## src/rtl/acc_session_arbiter_if.sv

```systemverilog
// Requester, accumulator and response signals of acc_session_arbiter.
// master = requesters/accumulator side, slave = arbiter side.
interface acc_session_arbiter_if #(
  parameter int unsigned NREQ = 4,
  parameter int unsigned W    = 128
);
  logic [NREQ-1:0]   req_vld;
  logic [NREQ-1:0]   req_last;
  logic [NREQ*W-1:0] req_x;
  logic [NREQ-1:0]   req_rdy;
  logic              acc_pass_r;
  logic              acc_clear_r;
  logic [W-1:0]      acc_x_r;
  logic [W-1:0]      acc_y;
  logic              acc_y_vld;
  logic [NREQ-1:0]   rsp_vld;
  logic [W-1:0]      rsp_y;
  logic              busy_r;
  logic              err_r;

  modport master (
    output req_vld, req_last, req_x, acc_y, acc_y_vld,
    input  req_rdy, acc_pass_r, acc_clear_r, acc_x_r, rsp_vld, rsp_y, busy_r, err_r
  );

  modport slave (
    input  req_vld, req_last, req_x, acc_y, acc_y_vld,
    output req_rdy, acc_pass_r, acc_clear_r, acc_x_r, rsp_vld, rsp_y, busy_r, err_r
  );
endinterface

```

## src/rtl/acc_session_arbiter.sv

```systemverilog
// Round-robin session arbiter sharing one wide accumulator among NREQ requesters.
// Optional ACC_ARB_PARTIAL_EN: return the running sum after every beat, not only the last.
module acc_session_arbiter #(
  parameter int unsigned NREQ    = 4,
  parameter int unsigned W       = 128,
  parameter int unsigned ACC_LAT = 4
) (
  input logic                  clk,
  input logic                  rst,
  acc_session_arbiter_if.slave bus
);
  localparam int unsigned OW = (NREQ > 1) ? $clog2(NREQ) : 1;

  typedef enum logic {IDLE, SESS} state_t;

  state_t          state, state_nx;
  logic [OW-1:0]   owner_r, owner_nx, rr_r, rr_nx, pick, owner_inc;
  logic            first_r, first_nx;
  logic            found, hs, beat_last;
  logic [W-1:0]    beat_x;
  logic [OW-1:0]   pass_owner_r;
  logic            pass_last_r;
  logic [ACC_LAT-1:0] tag_vld, tag_last;
  logic [OW-1:0]   tag_owner [ACC_LAT];
  int unsigned     idx;

  // Round-robin scan starting at rr_r; first valid requester wins.
  always_comb begin
    found = 1'b0;
    pick  = rr_r;
    idx   = 0;
    for (int unsigned k = 0; k < NREQ; k++) begin
      idx = (32'(rr_r) + k) % NREQ;
      if (!found && bus.req_vld[OW'(idx)]) begin
        found = 1'b1;
        pick  = OW'(idx);
      end
    end
  end

  assign owner_inc = (owner_r == OW'(NREQ - 1)) ? '0 : owner_r + 1'b1;
  assign beat_x    = bus.req_x[32'(owner_r) * W +: W];
  assign beat_last = bus.req_last[owner_r];

  always_ff @(posedge clk or posedge rst) begin
    if (rst) begin
      state   <= IDLE;
      owner_r <= '0;
      rr_r    <= '0;
      first_r <= 1'b0;
    end else begin
      state   <= state_nx;
      owner_r <= owner_nx;
      rr_r    <= rr_nx;
      first_r <= first_nx;
    end
  end

  always_comb begin
    state_nx = state;
    owner_nx = owner_r;
    rr_nx    = rr_r;
    first_nx = first_r;
    case (state)
      IDLE: begin
        if (found) begin
          state_nx = SESS;
          owner_nx = pick;
          first_nx = 1'b1;
        end
      end
      SESS: begin
        if (hs) begin
          first_nx = 1'b0;
          if (beat_last) begin
            state_nx = IDLE;
            rr_nx    = owner_inc;
          end
        end
      end
      default: state_nx = IDLE;
    endcase
  end

  // IDLE never grants, so every session starts with one bubble cycle.
  always_comb begin
    bus.req_rdy = '0;
    hs          = 1'b0;
    if (state == SESS) begin
      bus.req_rdy[owner_r] = bus.req_vld[owner_r];
      hs                   = bus.req_vld[owner_r];
    end
  end

  always_ff @(posedge clk or posedge rst) begin
    if (rst) begin
      bus.acc_pass_r  <= 1'b0;
      bus.acc_clear_r <= 1'b0;
      bus.acc_x_r     <= '0;
      pass_owner_r    <= '0;
      pass_last_r     <= 1'b0;
    end else begin
      bus.acc_pass_r  <= hs;
      bus.acc_clear_r <= hs & first_r;
      if (hs) begin
        bus.acc_x_r  <= beat_x;
        pass_owner_r <= owner_r;
        pass_last_r  <= beat_last;
      end
    end
  end

  // Tag pipe tracks each issued beat through the accumulator latency.
  always_ff @(posedge clk or posedge rst) begin
    if (rst) begin
      tag_vld  <= '0;
      tag_last <= '0;
      for (int unsigned k = 0; k < ACC_LAT; k++) tag_owner[k] <= '0;
    end else begin
      tag_vld[0]   <= bus.acc_pass_r;
      tag_last[0]  <= pass_last_r;
      tag_owner[0] <= pass_owner_r;
      for (int unsigned k = 1; k < ACC_LAT; k++) begin
        tag_vld[k]   <= tag_vld[k-1];
        tag_last[k]  <= tag_last[k-1];
        tag_owner[k] <= tag_owner[k-1];
      end
    end
  end

  always_ff @(posedge clk or posedge rst) begin
    if (rst) bus.err_r <= 1'b0;
    else     bus.err_r <= bus.err_r | (bus.acc_y_vld != tag_vld[ACC_LAT-1]);
  end

  always_comb begin
    bus.rsp_vld = '0;
`ifdef ACC_ARB_PARTIAL_EN
    if (bus.acc_y_vld && tag_vld[ACC_LAT-1])
      bus.rsp_vld[tag_owner[ACC_LAT-1]] = 1'b1;
`else
    if (bus.acc_y_vld && tag_vld[ACC_LAT-1] && tag_last[ACC_LAT-1])
      bus.rsp_vld[tag_owner[ACC_LAT-1]] = 1'b1;
`endif
  end

`ifdef ACC_ARB_PARTIAL_EN
  logic unused_tag_last;
  assign unused_tag_last = tag_last[ACC_LAT-1];
`endif

  assign bus.rsp_y  = bus.acc_y;
  assign bus.busy_r = (state == SESS) | bus.acc_pass_r | (|tag_vld);
endmodule

```

## src/flat_wrapper.sv

```systemverilog
// flat-port wrapper written by rule: the top's interface ports become plain ports
module acc_session_arbiter_flat 
#(
  parameter int unsigned NREQ    = 4,
  parameter int unsigned W       = 128,
  parameter int unsigned ACC_LAT = 4
)
  (clk, rst, bus_req_vld, bus_req_last, bus_req_x, bus_acc_y, bus_acc_y_vld, bus_req_rdy, bus_acc_pass_r, bus_acc_clear_r, bus_acc_x_r, bus_rsp_vld, bus_rsp_y, bus_busy_r, bus_err_r);
  acc_session_arbiter_if #(.NREQ(NREQ), .W(W)) bus_i ();
  input logic clk;
  input logic rst;
  input wire logic [$bits(bus_i.req_vld)-1:0] bus_req_vld;
  input wire logic [$bits(bus_i.req_last)-1:0] bus_req_last;
  input wire logic [$bits(bus_i.req_x)-1:0] bus_req_x;
  input wire logic [$bits(bus_i.acc_y)-1:0] bus_acc_y;
  input wire logic [$bits(bus_i.acc_y_vld)-1:0] bus_acc_y_vld;
  output wire logic [$bits(bus_i.req_rdy)-1:0] bus_req_rdy;
  output wire logic [$bits(bus_i.acc_pass_r)-1:0] bus_acc_pass_r;
  output wire logic [$bits(bus_i.acc_clear_r)-1:0] bus_acc_clear_r;
  output wire logic [$bits(bus_i.acc_x_r)-1:0] bus_acc_x_r;
  output wire logic [$bits(bus_i.rsp_vld)-1:0] bus_rsp_vld;
  output wire logic [$bits(bus_i.rsp_y)-1:0] bus_rsp_y;
  output wire logic [$bits(bus_i.busy_r)-1:0] bus_busy_r;
  output wire logic [$bits(bus_i.err_r)-1:0] bus_err_r;
  assign bus_i.req_vld = bus_req_vld;
  assign bus_i.req_last = bus_req_last;
  assign bus_i.req_x = bus_req_x;
  assign bus_i.acc_y = bus_acc_y;
  assign bus_i.acc_y_vld = bus_acc_y_vld;
  assign bus_req_rdy = bus_i.req_rdy;
  assign bus_acc_pass_r = bus_i.acc_pass_r;
  assign bus_acc_clear_r = bus_i.acc_clear_r;
  assign bus_acc_x_r = bus_i.acc_x_r;
  assign bus_rsp_vld = bus_i.rsp_vld;
  assign bus_rsp_y = bus_i.rsp_y;
  assign bus_busy_r = bus_i.busy_r;
  assign bus_err_r = bus_i.err_r;
  acc_session_arbiter #(.NREQ(NREQ), .W(W), .ACC_LAT(ACC_LAT)) u_core (.clk(clk), .rst(rst), .bus(bus_i));
endmodule
```

## config.mk

```make
export PLATFORM = sky130hd
export DESIGN_NAME = acc_session_arbiter_flat
export DESIGN_NICKNAME = d
export VERILOG_FILES = /design/src/rtl/acc_session_arbiter_if.sv /design/src/rtl/acc_session_arbiter.sv /design/src/flat_wrapper.sv
export SDC_FILE = /design/constraint.sdc
export NUM_CORES = 1
export LEC_CHECK = 0
export CORE_AREA = 3 3 361 363
export CTS_CLUSTER_DIAMETER = 120
export DETAILED_ROUTE_END_ITERATION = 6
export DIE_AREA = 0 0 364 366
export PLACE_DENSITY = 0.4
export SETUP_SLACK_MARGIN = 0.5
export SLEW_MARGIN = 20
export SYNTH_ARGS = -nofsm -noshare
export SYNTH_HDL_FRONTEND = slang
export SYNTH_SLANG_ARGS = --single-unit
```

## constraint.sdc

```tcl
create_clock -name clk -period 6.3 [get_ports clk]
set_clock_uncertainty 0.05 [all_clocks]
set_input_delay 1.26 -clock clk [delete_from_list [all_inputs] [get_ports clk]]
set_output_delay 1.26 -clock clk [all_outputs]
set_load 0.01 [all_outputs]
```

* Yosys cells after proc, flatten, opt, wreduce, memory -nomap -nowiden
Cells that the tools add are included.
** Storage, ports and cells
- Output and inout port bits :: 268
- Word-level logic and storage cells :: 87
- Input bits :: 651
- Register bits after elaboration :: 156
** Cells by class
- Mux-type cells :: 34
- Eq/ne operators :: 4
- Magnitude comparators :: 8
- Shift operators :: 1
- Reduce and logical (&&, ||, !) cells :: 14
- Bitwise logic cells :: 6
- Add/subtract/negate cells :: 4
** Operators by type and width (number)
- 512-bit by 10-bit variable part select with 128-bit output :: 1
- 2-bit by 3-bit < comparator with 1-bit output, second input constant :: 6
- 1-bit two-way mux :: 18
- 1-bit binary-select mux with 2-bit select :: 6
- 2-bit two-way mux :: 4
- 4-bit two-way mux :: 2
- 1-bit logical AND :: 7
- 2-bit by 1-bit adder with 2-bit output, second input constant :: 2
- 2-bit adder, second input constant :: 2
- 4-bit AND :: 1
- 1-bit demux with 2-bit select :: 2
- 2-bit by 1-bit >= comparator with 1-bit output, second input constant :: 2
- 1-bit case mux with 2 select lines :: 2
- 2-bit AND reduction :: 2
- 4-bit OR reduction :: 1
- 1-bit zero test :: 3
- 1-bit bitwise OR :: 3
- 3-bit AND reduction :: 1
- 2-bit == test, second input constant :: 1
- 2-bit by 1-bit inequality test with 1-bit output, second input constant :: 1
- 2-bit inequality test, second input constant :: 1
- 1-bit AND :: 1
- 1-bit inequality test :: 1
- 1-bit NOT :: 1

* Depth between registers and ports, before layout
Gate-level depths: netlist (run 1).
- Depth in word-level cells :: 14
- Depth in mapped cells :: 7
- Depth with buffers taken out :: 4

* Worst setup path after synthesis (run 1)
Ideal clock, no wire load.
- Kind :: input-to-output
- Start point :: in bus_req_vld[0]
- End point :: out bus_req_rdy[0]
- Path slack :: 2.623 ns
- Path buffers :: 3
- Data arrival time :: 2.367 ns
- Stages on the path :: 6
- Data required time :: 4.990 ns
- Path through :: clkbuf_1 mux2_2 a22o_1 buf_6 buf_6 and2_1
** Between the ends
- Cells in the longest elaborated chain, start to end :: 4
** RTL lines
- start: declaration :: RTL line flat_wrapper.sv:12 : input wire logic [$bits(bus_i.req_vld)-1:0] bus_req_vld;
- 1-bit binary-select mux with 2-bit select :: RTL line acc_session_arbiter.sv:90 : bus.req_rdy[owner_r] = bus.req_vld[owner_r];
- 1-bit two-way mux (implied by the code) :: RTL line acc_session_arbiter.sv:90
- 4-bit AND (no source line)
- 4-bit two-way mux :: RTL line acc_session_arbiter.sv:89 : if (state == SESS) begin
- end: declaration :: RTL line flat_wrapper.sv:17 : output wire logic [$bits(bus_i.req_rdy)-1:0] bus_req_rdy;
No other way between the ends. The select of a mux whose other input is x is not followed.

* Worst setup path after layout (run 1)
- Start point :: in bus_req_vld[0]
- End point :: out bus_req_rdy[1]
Same word-level chain as after synthesis.

==> results by group, run 1 <==
Setup path
  – WP data arrival: 3470 ps
  – CP cell instances: clkdlybuf4s50_1 -> mux2_2 -> a22o_4 -> and2_1 -> clkdlybuf4s50_1
  – Top delay family on crit path: buffers and inverters
  – Startpoint types: input pin
  – Worst path slowest cell: clkdlybuf4s50_1
  – Setup crit end kind: output port
  – Crit-path max FO: 20
  – Max incr delay on CP: 750 ps
  – WP buf/inv: 2
  – Critical path class: in2out
  – Required time of the worst setup path: 4990 ps
  – Most Frequent Cell on Critical Path: clkdlybuf4s50_1

Detailed routing
  – Initial detailed-routing violation count: 296
  – Post-route ant nets: 0
  – Final WL: 61.4 mm
  – Via-to-Cell Ratio: 2.86
  – Vias after detailed routing: 8144
  – Iteration count of the initial detailed-routing pass: 4
  – Remaining DRCs: 0
  – WL per Instance: 21.6 um

Final layout
  – Layout area overhead: 78.2%
  – # nets final: 1828
  – Share of cells above drive strength 1: 26.2%

Placement
  – Number of buffers added on ports: 662
  – RePlAce Congestion: 0.806
  – Dpl hpwl: 52.3 mm

STA
  – Final Hold Vio Count: 0
  – RSZ-0062 raised after global routing: no
  – Final setup fails: 0
  – TNS Setup: 0 ps
  – Fin crit share: 75.8%
  – Relative max-transition margin: 38.4%
  – Max frequency: 0.209 GHz
  – Max-slew violation count: 0
  – Final period demand of the worst path: 4780 ps
  – Slew @ Worst Pin: 924 ps

Global routing
  – Initial antenna violation count: 34
  – Total gr overflow: 0
  – Largest net degree at the start of global routing: 84
  – Number of global-route vias before repair: 9315
  – First-pass GRT wire length: 80.9 mm
  – All-Layer GR Usage: 9.00%

Power
  – Worst IR Drop VDD: 205 uV
  – Power per standard cell area: 418 nW/um2
  – Leak: 6.70 nW
  – Power Total: 7.77 mW

Clocking
  – Number of buffers created by CTS: 17
  – Clock sink count: 156
  – CTS Buffer Depth: 2
  – CTS H-tree lvls: 4
  – Post-CTS resize count: 0
  – Hold-fix buffers, CTS: 0
  – CTS tree: done
  – Post-CTS Setup Repair Bufs: 0
  – Worst skew pair latency: 480 ps
  – Clk slew on worst S/H paths: 70 ps
  – Root Buffer: clkbuf_16

Yosys
  – EDFF count, synth: 0
  – Simple-Gate Fraction of Synth Area: 1.80%
  – Mapped cell area: 10400 um2
  – Post-synth top cells: 156 x dfrtp_1, 129 x mux4_2, 128 x buf_4
  – Syn. warnings: 0
  – Seq/Total Area, Yosys: 37.5%
  – Post-synth top area share: 37.5%
  – Most numerous cell in the Yosys netlist: dfrtp_1
  – Mux cell area share after synthesis: 46.8%
  – Largest family of logic cells by synthesized area: multiplexers
  – Avg Inst Size Synth: 15.9 um2
  – Netlist cell types: 31
  – Synth Net Count: 1311
  – Synth Area in Adders: 0.600%
  – Synth Area in Compound Gates: 0.948%
  – XOR/XNOR share of the synthesized area: 0%
  – Ys async rst share: 100%
  – FF+latch count, synth: 156
  – Area contributors post-synth: dfrtp_1 37%, mux4_2 28%, mux2_4 17%
  – Most used DFF post-synth: dfrtp_1
  – Synth Instances: 655
  – Cell taking the most area after synthesis: dfrtp_1

Die
  – Ports: 919
  – Total Die Area: 133000 um2
  – Initial core utilization: 8.18%
  – Width of the chip: 364 um
  – Core Area: 127000 um2
  – Die Span Y: 366 um
  – Row count: 131

Hold path
  – Hold crit path type: reg2reg

Job
  – Max Cap Viol: 0

Run status
  – Outcome: finished clean
cell type report:
type                    count  area (um2)
diodes                      1        2.50
clock buffers              17         425
clock inverters            15         164
fillers                 14057      109000
inverters                   5        26.3
multi-input cells         320        5240
flip-flops and latches    156        3910
well taps                1662        2080
repair buffers            672        6730
cells by family after synthesis:
| logic type | Yosys count |
|---|---|
| AND/OR/NAND/NOR | 36 |
| flip-flops | 156 |
| AO/OA/AOI/OAI | 15 |
| adder cells (fa/ha/maj) | 5 |
| buffers and inverters | 179 |
| multiplexers | 264 |
metrics by stage:
step                      utilization, %  cell area [um2]  setup WS (ps)  hold slack [ps]  std cells
after floorplan                        -            10400            783              281        655
after global placement              14.1            18000           1560              283       2815
after detailed placement            14.1            18000           1510              288       2815
after CTS                           14.6            18600           1510              305       2847
after global routing                14.6            18600           1340              325       2848
final                               14.6            18600           1520              303       2848
cell usage in the layout, fill, tap and decap left out, types with 2 or more instances in the layout:
cell / instances
clkbuf_16: 17
nand3_1: 2
mux4_2: 129
mux2_4: 121
buf_12: 2
mux2_2: 13
inv_8: 2
clkinv_2: 2
bufinv_16: 2
clkinvlp_4: 4
and2_1: 7
o21ai_0: 4
nand2_1: 4
inv_6: 4
clkinv_4: 2
ha_1: 5
inv_1: 4
buf_4: 8
nor3_1: 2
dfrtp_4: 2
clkdlybuf4s50_1: 662
dfrtp_1: 154
nor2_1: 11
nor2b_1: 6
a21oi_1: 3
where the power goes:
| part | total, mW | switching (mW) | internal (mW) |
|---|---|---|---|
| clock | 1.13 | 0.540 | 0.590 |
| sequential | 1.94 | 0.403 | 1.54 |
| combinational | 4.69 | 1.79 | 2.90 |
layer usage:
metal | track usage [%] | part of all wire (%) | vias to the layer above
met2 | 14.4 | 46 | 576
met3 | 3.73 | 10 | 123
li1 | - | - | 3414
met5 | 0 | 0.13 | -
met1 | 10.4 | 40 | 4019
met4 | 4.18 | 3.8 | 12
worst paths after layout:
path                                startpoint                     end  slack (ps)  depth (start not counted)
max                             bus_req_vld[0]          bus_req_rdy[1]        1520                          5
min                        u_core.tag_owner[5]     u_core.tag_owner[3]         300                          0
max reg2reg                  u_core.owner_r[0]  u_core.bus.acc_x_r[36]        3130                          5
min reg2reg                u_core.tag_owner[5]     u_core.tag_owner[3]         300                          0
max in group asynchronous                  rst  u_core.bus.acc_x_r[98]        4070                          3
min in group asynchronous                  rst  u_core.bus.acc_x_r[49]        1150                          2
sequential cells by signal, indices dropped and copies added (netlist names), 2 cells and up:
register,flops
u_core.bus.acc_x_r,128
u_core.tag_owner,8
u_core.tag_last,4
u_core.tag_vld,4
u_core.owner_r,2
u_core.pass_owner_r,2
u_core.rr_r,2
Note: power is estimated with default switching activity, not from simulation.
==> run 2, diff against run 1 <==
--- a/config.mk
+++ b/config.mk
@@ -5,11 +5,11 @@
 export SDC_FILE = /design/constraint.sdc
 export NUM_CORES = 1
 export LEC_CHECK = 0
-export CORE_AREA = 3 3 361 363
+export CORE_AREA = 3 3 357 359
 export CTS_CLUSTER_DIAMETER = 120
 export DETAILED_ROUTE_END_ITERATION = 6
-export DIE_AREA = 0 0 364 366
-export PLACE_DENSITY = 0.4
+export DIE_AREA = 0 0 360 362
+export PLACE_DENSITY = 0.42
 export SETUP_SLACK_MARGIN = 0.5
 export SLEW_MARGIN = 20
 export SYNTH_ARGS = -nofsm -noshare
==> constraint.sdc (replaced) <==
create_clock -name clk -period 4.1 [get_ports clk]
set_clock_uncertainty 0.05 [all_clocks]
set_input_delay 0.82 -clock clk [delete_from_list [all_inputs] [get_ports clk]]
set_output_delay 0.82 -clock clk [all_outputs]
set_load 0.01 [all_outputs]
==> run 2 against run 1 <==
Hold slack got worse by 7.0 ps. Via count fell by 0.86%. Total power rose by 54%. Critical path type unchanged. Largest power group unchanged.
==> results by group, run 2 (synthesis results as in run 1) <==
Setup path
  – R2r startpoint: u_core.owner_r[0]
  – Top delay family on crit path: buffers and inverters
  – Worst R2R Path Depth: 4
  – Max incr delay on CP: 490 ps
  – WP buf/inv: 3
  – Critical path class: in2out
  – Worst path slowest cell: clkdlybuf4s50_1
  – Required time of the worst setup path: 3230 ps
  – Crit-path max FO: 10
  – CP cell instances: clkdlybuf4s50_1 -> mux2_2 -> a22o_4 -> buf_4 -> and2_1 -> buf_12
  – WP data arrival: 2510 ps
  – RR Endpoint: u_core.bus.acc_x_r[36]
  – Startpoint types: input pin
  – Setup crit end kind: output port
  – Crit. Startpoint: bus_req_vld[2]
  – R2R setup slack: 1200 ps

STA
  – Final period demand of the worst path: 3380 ps
  – Relative max-transition margin: 30.9%
  – Final Hold Vio Count: 0
  – TNS Setup: 0 ps
  – Max-slew violation count: 0
  – Max frequency: 0.296 GHz
  – Worst Setup Slack, final: 716 ps
  – Final setup fails: 0
  – Fin crit share: 82.5%
  – Slew @ Worst Pin: 1040 ps
  – RSZ-0062 raised after global routing: no

Die
  – Initial core utilization: 8.40%
  – Ports: 919
  – Width of the chip: 360 um
  – Total Die Area: 130000 um2
  – Row count: 129
  – Core Area: 124000 um2
  – Die Span Y: 362 um

Detailed routing
  – Iteration count of the initial detailed-routing pass: 4
  – Vias after detailed routing: 8074
  – WL per Instance: 19.5 um
  – Post-route ant nets: 0
  – Initial detailed-routing violation count: 307
  – Via-to-Cell Ratio: 2.85
  – Final WL: 55.1 mm
  – Remaining DRCs: 0

Global routing
  – First-pass GRT wire length: 74.2 mm
  – Initial antenna violation count: 22
  – All-Layer GR Usage: 8.31%
  – Total gr overflow: 0
  – Number of global-route vias before repair: 9198
  – Largest net degree at the start of global routing: 82

Hold path
  – Hold EP: u_core.tag_owner[3]
  – Hold Crit Depth: 0
  – Hold Crit Start: u_core.tag_owner[5]
  – Hold crit path type: reg2reg

Final layout
  – # nets final: 1833
  – Share of cells above drive strength 1: 26.6%
  – Fillers: 13659
  – Sequential Area: 3910 um2
  – Multi-input logic area: 5240 um2
  – Most common cell after layout, fill and taps aside: clkdlybuf4s50_1
  – Commonest non-fill, non-tap cells in the layout: 655 x clkdlybuf4s50_1, 154 x dfrtp_1, 129 x mux4_2
  – Largest register by flop count: u_core.bus.acc_x_r
  – Max FFs per register: 128
  – Regs by FF count: u_core.bus.acc_x_r x128, u_core.tag_owner x8
  – Layout area overhead: 78.4%

Clocking
  – CTS H-tree lvls: 4
  – Clock sink count: 156
  – Worst skew pair latency: 500 ps
  – Root Buffer: clkbuf_16
  – Hold-fix buffers, CTS: 0
  – Number of buffers created by CTS: 17
  – CTS tree: done
  – CTS Buffer Depth: 2
  – Clk slew on worst S/H paths: 70 ps

Power
  – Power Total: 11.9 mW
  – Power per standard cell area: 642 nW/um2
  – Leak: 6.76 nW
  – Worst IR Drop VDD: 305 uV

Placement
  – RePlAce Congestion: 0.812
  – Dpl hpwl: 46.4 mm
  – Post-Place Setup Slack: 474 ps
  – Number of buffers added on ports: 662

Run status
  – Outcome: finished clean

Job
  – Max Cap Viol: 0
run 2: cell count changes in the layout (fill, tap and decap cells not counted), sizes merged, moves of 3 or more:
cell           before  now
buf                10   18
clkbuf             17   22
clkdlybuf4s50     662  655
clkinv              4    7
inv                10    4
run 2: power breakdown:
part | internal, mW | switching (mW)
Clock | 0.879 | 0.761
Sequential | 2.37 | 0.583
Combinational | 4.50 | 2.84
Total | 7.75 | 4.18
run 2: metal layers:
metal  track usage (%)  part of all wire, %  up-vias
li1                  -                    -     3428
met1              9.44                   39     3976
met2              13.2                   47      559
met3              3.43                  9.3      109
met4              4.65                  4.7        2
met5                 0                0.024        -
run 2: stage by stage:
| step | cells | hold slack (ps) | instance area (um2) | util [%] |
|---|---|---|---|---|
| 2_1_floorplan | 655 | 281 | 10400 | - |
| 3_3_place_gp | 2795 | 283 | 18000 | 14.5 |
| 3_5_place_dp | 2795 | 286 | 18000 | 14.5 |
| 4_1_cts | 2827 | 300 | 18600 | 15.0 |
| 5_1_grt | 2827 | 305 | 18600 | 15.0 |
| 6_report | 2830 | 296 | 18600 | 15.0 |
run 2: repair_timing:
item | in CTS | in global routing
setup endpoints to repair | 1 | 1
pin swaps | 0 | 0
setup buffers | 0 | 0
resized for setup | 2 | 2
run 2: worst register-to-register path: stages, from the launching register on:
cell     delay (ps)
dfrtp_4         550
buf_4           470
buf_4           730
mux4_2          720
mux2_4          270
run 2: how the worst max path moves through the flow:
stage	to	slack (ps)	cells past startpoint
final	bus_req_rdy[2]	720	6
after global routing	bus_rsp_vld[0]	540	5
after CTS	bus_req_rdy[0]	510	5
after detailed placement	bus_req_rdy[0]	470	5
after global placement	bus_req_rdy[0]	530	5
after floorplan	u_core.bus.acc_clear_r	1260	1
run 2: area by class of cell:
| class | instances | share of cell area, % |
|---|---|---|
| timing repair buffer | 677 | 36.6 |
| multi-input combinational | 320 | 28.2 |
| sequential | 156 | 21.0 |
| tap | 1637 | 11.0 |
| clock buffer | 22 | 2.55 |
| clock inverter | 10 | 0.491 |
| inverter | 5 | 0.121 |
| antenna | 3 | 0.0404 |
==> run 3, diff against run 2 <==
--- a/config.mk
+++ b/config.mk
@@ -5,11 +5,11 @@
 export SDC_FILE = /design/constraint.sdc
 export NUM_CORES = 1
 export LEC_CHECK = 0
-export CORE_AREA = 3 3 357 359
+export CORE_AREA = 3 3 361 363
 export CTS_CLUSTER_DIAMETER = 120
 export DETAILED_ROUTE_END_ITERATION = 6
-export DIE_AREA = 0 0 360 362
-export PLACE_DENSITY = 0.42
+export DIE_AREA = 0 0 364 366
+export PLACE_DENSITY = 0.4
 export SETUP_SLACK_MARGIN = 0.5
 export SLEW_MARGIN = 20
 export SYNTH_ARGS = -nofsm -noshare
==> constraint.sdc (replaced) <==
create_clock -name clk -period 3.25 [get_ports clk]
set_clock_uncertainty 0.05 [all_clocks]
set_input_delay 0.65 -clock clk [delete_from_list [all_inputs] [get_ports clk]]
set_output_delay 0.65 -clock clk [all_outputs]
set_load 0.01 [all_outputs]
==> run 3 against run 2 <==
Critical path depth down 1. Combinational power up 29%. Hold slack better by 6.5 ps. First-iteration DRC count up 11%. Global-route usage up 0.78 points. Total power up 29%. Setup slack worse by 240 ps. Non-clock buffer count up 5. Cell count up 1.2%. Highest routed layer unchanged.
==> results by group, run 3 (synthesis results as in run 1) <==
Run status
  – Outcome: finished clean

Final layout
  – Layout area overhead: 80.1%
  – Non-filler cells, final: 2863
  – Largest register by flop count: u_core.bus.acc_x_r
  – Share of cells above drive strength 1: 27.9%
  – # nets final: 1838
  – Most common cell after layout, fill and taps aside: clkdlybuf4s50_1
  – Final instance area: 18800 um2
  – Regs by FF count: u_core.bus.acc_x_r x128, u_core.tag_owner x8
  – Commonest non-fill, non-tap cells in the layout: 651 x clkdlybuf4s50_1, 153 x dfrtp_1, 129 x mux4_2
  – Max FFs per register: 128

STA
  – Relative max-transition margin: 34.8%
  – Slew @ Worst Pin: 977 ps
  – Final period demand of the worst path: 2770 ps
  – Max frequency: 0.361 GHz
  – Max-slew violation count: 0
  – Fin crit share: 85.2%
  – RSZ-0062 raised after global routing: yes
  – TNS Setup: 0 ps
  – Final setup fails: 0
  – Final Hold Vio Count: 0

Placement
  – Cell Area, Placed: 18100 um2
  – Dpl cells: 2820
  – RePlAce Congestion: 0.788
  – Number of buffers added on ports: 662
  – Dpl hpwl: 51.4 mm

Die
  – Die Span Y: 366 um
  – Row count: 131
  – Width of the chip: 364 um
  – Ports: 919
  – Initial core utilization: 8.18%
  – Total Die Area: 133000 um2
  – Core Area: 127000 um2

Setup path
  – Critical path class: in2out
  – R2r startpoint: u_core.state
  – Startpoint types: input pin
  – Crit-path max FO: 5
  – WP data arrival: 2070 ps
  – Crit. Startpoint: bus_req_vld[0]
  – Required time of the worst setup path: 2550 ps
  – Setup crit end kind: output port
  – R2R setup slack: 710 ps

Clocking
  – Root Buffer: clkbuf_16
  – CTS tree: done
  – Clock sink count: 156
  – CTS Buffer Depth: 2
  – Hold-fix buffers, CTS: 0
  – Number of buffers created by CTS: 17
  – CTS H-tree lvls: 4
  – Clk slew on worst S/H paths: 70 ps
  – Worst skew pair latency: 520 ps

Detailed routing
  – Iteration count of the initial detailed-routing pass: 4
  – Via-to-Cell Ratio: 2.88
  – Final WL: 61.1 mm
  – Post-route ant nets: 0
  – Remaining DRCs: 0
  – Initial detailed-routing violation count: 340
  – Vias after detailed routing: 8236
  – WL per Instance: 21.3 um

Global routing
  – Number of global-route vias before repair: 9466
  – Largest net degree at the start of global routing: 74
  – Total gr overflow: 0
  – First-pass GRT wire length: 81.4 mm
  – All-Layer GR Usage: 9.08%
  – Initial antenna violation count: 40

Power
  – Worst IR Drop VDD: 659 uV
  – Net switching fraction of the power: 36.2%
  – Power per standard cell area: 818 nW/um2
  – Pint: 9.81 mW
  – Psw: 5.55 mW
  – Leak: 6.79 nW
  – Flop pwr share: 24.2%
  – Clock power frac: 14.0%
  – Logic gate share of total power: 61.8%

Hold path
  – Hold crit path type: reg2reg
  – Hold Crit Start: u_core.tag_owner[5]

Job
  – Max Cap Viol: 0
run 3: cell types whose count changed in the layout (fill, tap and decap cells not counted), moves of 3 or more:
cell             previous run  this run
clkinv_2                    4         0
clkdlybuf4s50_1           655       651
and2_1                      7         3
ha_2                        0         4
diode_2                     3         6
and2_4                      0         4
clkbuf_8                    3         0
buf_12                      6        12
inv_6                       0         5
dlygate4sd2_1               2         5
inv_8                       0         5
ha_1                        5         1
run 3: power groups by stage:
stage | logic (mW) | clock network (mW) | registers [mW]
after CTS | 9.74 | 2.37 | 3.74
after global routing | 10.1 | 2.42 | 3.86
after detailed placement | 9.61 | 0 | 3.76
after global placement | 9.53 | 0 | 3.78
after floorplan | 5.56 | 0 | 3.89
final | 9.49 | 2.16 | 3.71
run 3: final timing paths:
| kind | endpoint | cells past startpoint |
|---|---|---|
| min in group asynchronous | u_core.bus.acc_x_r[54] | 3 |
| hold / removal | u_core.tag_owner[3] | 0 |
| max in group asynchronous | u_core.bus.acc_x_r[116] | 3 |
| hold reg to reg | u_core.tag_owner[3] | 0 |
| setup / recovery | bus_req_rdy[3] | 5 |
| setup reg to reg | u_core.bus.acc_x_r[53] | 5 |
run 3: critical path, cell delays in order:
cell             delay, ps
clkdlybuf4s50_1        440
mux2_2                 310
a22o_4                 320
and2_4                 210
buf_12                 120
run 3: routing by layer:
| layer | vias to the layer above | global-route usage (%) | part of all wire (%) |
|---|---|---|---|
| li1 | 3445 | - | - |
| met1 | 4077 | 10.4 | 40 |
| met2 | 582 | 14.8 | 47 |
| met3 | 124 | 3.48 | 9.3 |
| met4 | 8 | 4.26 | 3.6 |
| met5 | - | 0 | 0.079 |
run 3: area by class of cell:
type	count	area (um2)
fill	14083	109000
timing repair buffer	682	6910
multi-input combinational	320	5260
sequential	156	3910
tap	1662	2080
clock buffer	17	425
clock inverter	15	148
inverter	5	22.5
antenna	6	15.0
run 3: through the flow:
stage	worst slack (ps)	util [%]	total power [mW]	hold WS [ps]
2_1_floorplan	577	-	9.45	281
3_3_place_gp	239	14.2	13.3	284
3_5_place_dp	262	14.2	13.4	288
4_1_cts	367	14.7	15.9	305
5_1_grt	433	14.7	16.4	317
6_report	480	14.7	15.4	303
run 3: what timing repair did:
item                                    in CTS  in global routing
gates cloned                                 0                  0
pin swaps                                    2                  2
endpoints found under the setup margin       9                  8
setup buffers                                4                  1
hold endpoints to repair                     0                  0
gates resized for setup                     13                  6
